`src/rtl/bus_source_sel.sv`:
```
// Read-side bus source selector: latches a register code and drives the
// selected datapath register onto a registered shared bus.
module bus_source_sel #(
  parameter int W     = 16,
  parameter int CNT_W = 8
) (
  input  logic             clk,
  input  logic             rst,
  input  logic [3:0]       sel,
  input  logic             EN_OP,
  input  logic             EN_OUT,
  input  logic [W-1:0]     str_pointer_q,
  input  logic [W-1:0]     mar_q,
  input  logic [W-1:0]     mdr_q,
  input  logic [W-1:0]     pr1_q,
  input  logic [W-1:0]     pr2_q,
  input  logic [W-1:0]     pr3_q,
  input  logic [W-1:0]     col_q,
  input  logic [W-1:0]     row_q,
  input  logic [W-1:0]     r1_q,
  input  logic [W-1:0]     r2_q,
  input  logic [W-1:0]     mem_data,
  output logic [W-1:0]     bus,
  output logic             bus_valid,
  output logic [3:0]       sel_q,
  output logic             sel_err,
  output logic [CNT_W-1:0] xfer_cnt
);

  typedef enum logic [1:0] {
    IDLE,
    SELECTED,
    DRIVE
  } state_t;

  state_t state_q;

  logic [W-1:0] src_tbl [16];
  logic [3:0]   eff_code;
  logic [W-1:0] eff_src;
  logic [W-1:0] lock_src;
  logic         eff_ok;
  logic         sel_ok;

  function automatic logic legal(input logic [3:0] c);
    return !(c == 4'b0000 || c == 4'b0011 || c >= 4'b1101);
  endfunction

  // Same code map as the destination decoder; illegal slots read as zero.
  always_comb begin
    for (int i = 0; i < 16; i++) src_tbl[i] = '0;
    src_tbl[1]  = str_pointer_q;
    src_tbl[2]  = mem_data;
    src_tbl[4]  = mar_q;
    src_tbl[5]  = mdr_q;
    src_tbl[6]  = pr1_q;
    src_tbl[7]  = pr2_q;
    src_tbl[8]  = pr3_q;
    src_tbl[9]  = col_q;
    src_tbl[10] = row_q;
    src_tbl[11] = r1_q;
    src_tbl[12] = r2_q;
  end

  // A same-cycle EN_OP bypasses the latched code.
  assign eff_code = EN_OP ? sel : sel_q;
  assign eff_src  = src_tbl[eff_code];
  assign eff_ok   = legal(eff_code);
  assign sel_ok   = legal(sel);
  assign lock_src = src_tbl[sel_q];

  always_ff @(posedge clk) begin
    if (rst) begin
      state_q   <= IDLE;
      bus       <= '0;
      bus_valid <= 1'b0;
      sel_q     <= 4'b0000;
      sel_err   <= 1'b0;
      xfer_cnt  <= '0;
    end else begin
      unique case (state_q)
        IDLE: begin
          if (EN_OP) begin
            sel_q   <= sel;
            sel_err <= !sel_ok;
            state_q <= SELECTED;
          end
        end
        SELECTED: begin
          if (EN_OP) begin
            sel_q   <= sel;
            sel_err <= !sel_ok;
          end
          if (EN_OUT) begin
            if (eff_ok) begin
              bus       <= eff_src;
              bus_valid <= 1'b1;
              state_q   <= DRIVE;
            end else begin
              bus <= '0;
            end
          end
        end
        DRIVE: begin
          if (EN_OUT) begin
            bus <= lock_src;
          end else begin
            bus_valid <= 1'b0;
            xfer_cnt  <= xfer_cnt + CNT_W'(1);
            state_q   <= SELECTED;
          end
        end
        default: state_q <= IDLE;
      endcase
    end
  end

endmodule

```
`config.mk`:
```
export PLATFORM = sky130hd
export DESIGN_NAME = bus_source_sel
export DESIGN_NICKNAME = d
export VERILOG_FILES = /design/src/rtl/bus_source_sel.sv
export SDC_FILE = /design/constraint.sdc
export NUM_CORES = 1
export LEC_CHECK = 0
export CORE_MARGIN = 5
export CORE_UTILIZATION = 43
export DETAILED_ROUTE_END_ITERATION = 8
export PLACE_DENSITY = 0.87
export SLEW_MARGIN = 20
export SYNTH_ARGS = -nofsm -noshare
export SYNTH_HDL_FRONTEND = slang
export SYNTH_SLANG_ARGS = --single-unit
```
`constraint.sdc`:
```
create_clock -name clk -period 3 [get_ports clk]
set_clock_uncertainty 0.1 [all_clocks]
set_input_delay 0.9 -clock clk [delete_from_list [all_inputs] [get_ports clk]]
set_output_delay 0.9 -clock clk [all_outputs]
set_load 0.005 [all_outputs]
```
==> results.ini <==
[run_status]
status=finished, final reports clean

[clock_tree]
cts_made_buffers=5
clock_path_buffers=2
clock-sinks=32
cts_max_level=2
clk_latency_ns=0.29
tritoncts=built
cts-root-buf=clkbuf_8
path_clk_slew_ns=0.07
hold_buffers=0

[setup_path]
required_ns=3.06
cp-start-kind=primary input
arrival_ns=2.98
path_class=in -> reg
path_buf_inv=3
crit_family=compound AO/OA/AOI/OAI gates
critPathSlowestCell=a2111oi_2
worstSetupEndpointType=flop
crit_chain=clkdlybuf4s50_1 -> buf_12 -> nor2b_1 -> a32oi_4 -> buf_4 -> a21oi_1 -> a2111oi_2 -> o31ai_1
cp_slowest_stage_delay_ns=0.51
cp_max_fo=13

[global_route]
antenna_found_initial=0
grt_usage=0.3123
grt_max_degree=46
grt_overflow_total=0
grt_first_pass_wirelength_mm=32.29
grt_pass1_vias=5993

[power]
finalPower_mw=2.039
switching_share=0.3442
power_density_nw_per_um2=279.1
power_switching_mw=0.7017
p_comb_frac=0.541
ir_drop_uv=155.7
p_leak_nw=2.680
pwr-share-seq=0.230
p_clk_frac=0.229
p_int_mw=1.337

[timing]
slew_viol_final=0
worst_slew_pin_slew_ns=1.150
setup_viol=0
slew_headroom=0.2286
hold_viol_final=0
max_freq_mhz=342.4
post-route-period-util=0.9736
min_period_ns=2.921
final.setup.tns_ns=0
grt_setup_unrepaired=false

[logic_synthesis]
synth_seq_cells=32
synth.top_cells.by_count=nand2_1, a21oi_1, mux2i_1
yosys.cell_count.top_type=nand2_1
yosys.area.top_type_share=0.1565
ys.flop_type=dfxtp_1
async_reset_ff_frac=0
synth_seq_area_share=0.1391
synth_cell_types=58
synthCells=548
syn_area_sq_um=4606
yosysTopAreaCell=mux4_2
synth_edf_count=0
postSynthAreaPerCell_sq_um=8.405
yosys_warnings=0
synth.net_count=733
synth_area_leaders=mux4_2, dfxtp_1, mux2i_1

[finish]
drive_above_1_share=0.1628
fillers=827
nets=958
diodes=0
syn2layout_area_growth_pct=58.60

[min_path]
min_path_type=reg -> reg

[floorplan]
start_util=0.4441
core_sq_um=10370
io_pins=214
num_rows=37
die_area_sq_um=12880
chipWidth_microns=113.5
die_h_microns=113.5

[placed_design]
dp_hpwl_mm=16.35
port_buffers=213
gp_congestion=0.9729

[detailed_routing]
dr.pass1.iters=5
viasPerCell=6.444
drc=0
drt_iter0_markers=792
wl_per_cell_microns=22.72
drtAntennaViolNets=0
drt_wl_total_mm=20.67
vias=5864

[flow_run]
drv_cap=0

-- power by group through the flow --
stage / logic (mW) / clock network [mW] / registers, mW
2_1_floorplan: 0.539 / 0 / 0.469
3_3_place_gp: 1.06 / 0 / 0.477
3_5_place_dp: 1.08 / 0 / 0.478
4_1_cts: 1.09 / 0.467 / 0.468
5_1_grt: 1.17 / 0.493 / 0.472
6_report: 1.10 / 0.467 / 0.470
-- path summary, 6_finish.rpt --
| path | cells past startpoint | end | slack, ns | from |
|---|---|---|---|---|
| worst max register to register | 4 | bus[10] | 0.24 | sel_q[3] |
| worst min register to register | 2 | bus[8] | 0.38 | bus[8] |
| worst min-delay path | 2 | bus[8] | 0.38 | bus[8] |
| worst max-delay path | 8 | bus[11] | 0.08 | EN_OP |
-- stage by stage --
stage / utilization / area (sq um) / hold WS (ns) / setup slack, ns / cells
finish: 0.7044 / 7305 / 0.3832 / 0.07925 / 910
global route: 0.7044 / 7305 / 0.4069 / 0.002328 / 910
CTS: 0.7039 / 7300 / 0.3792 / 0.07168 / 910
detailed placement: 0.6904 / 7159 / 0.3625 / -0.4821 / 902
global placement: 0.6904 / 7159 / 0.3504 / -0.4626 / 902
floorplan: - / 4606 / 0.3601 / 0.5877 / 548
-- placed cells by master, fill, tap and decap left out, drive strengths merged, types with 2 or more instances in the layout --
cell type,netlist,final
nor2,24,24
xnor2,2,2
o21bai,5,5
nor3b,2,2
o21ai,5,5
mux2,4,4
nand3,39,39
o311a,2,2
mux2i,55,55
clkdlybuf4s50,0,213
inv,8,7
buf,37,65
a21o,4,4
a21oi,53,53
clkbuf,23,7
o211a,5,5
o22ai,2,2
o211ai,17,17
a32oi,18,18
nor2b,4,4
nand2,71,71
nand2b,3,3
a22oi,22,22
a221o,15,15
a2111oi,8,8
xor2,6,6
nand4,2,2
dfxtp,32,32
mux4,32,32
a211oi,18,18
o31ai,16,16
-- routing by layer --
metal	global-route usage	wire [microns]	share of wire
met1	0.3876	7766	0.38
met2	0.5312	10030	0.48
met3	0.07586	2290	0.11
met4	0.1018	590	0.029
met5	0	0	0
-- worst min-delay path, stage by stage, from the launching register on --
cell and delay [ns]:
dfxtp_1 0.34, a32oi_1 0.06, o31ai_1 0.06
-- logic make-up (layout without fill, tap and decap cells) --
kind of cell | Yosys count | in the layout | synth area share
xor gates and xnor gates | 8 | 8 | 0.01521
adders and majority gates | 1 | 1 | 0.002716
muxes | 91 | 91 | 0.2918
and+or+nand+nor | 150 | 150 | 0.1483
DFF | 32 | 32 | 0.1391
buffers and inverters | 68 | 294 | 0.07933
AOI/OAI and AO/OA | 198 | 198 | 0.3236
-- state kept, by name, indices dropped and copies added, names as in the netlist --
name and cells:
state_q 2, xfer_cnt 8, bus_valid 1, bus 16
sel_err 1, sel_q 4
-- area by class of cell --
type | instances | area [sq um] | area share
clock buffer | 7 | 96.34 | 0.01319
clock inverter | 1 | 30.03 | 0.004111
inverter | 8 | 30.03 | 0.004111
multi-input combinational | 448 | 3627 | 0.4966
sequential | 32 | 643.1 | 0.08804
tap | 136 | 170.2 | 0.02330
timing repair buffer | 278 | 2708 | 0.3707
-- what timing repair did --
action / CTS / global route
gates resized for setup: 5 / 1
setup buffers: 0 / 0
endpoints found under the setup margin: 3 / 1
pin swaps: 0 / 0
(Power assumes the default switching activity.)
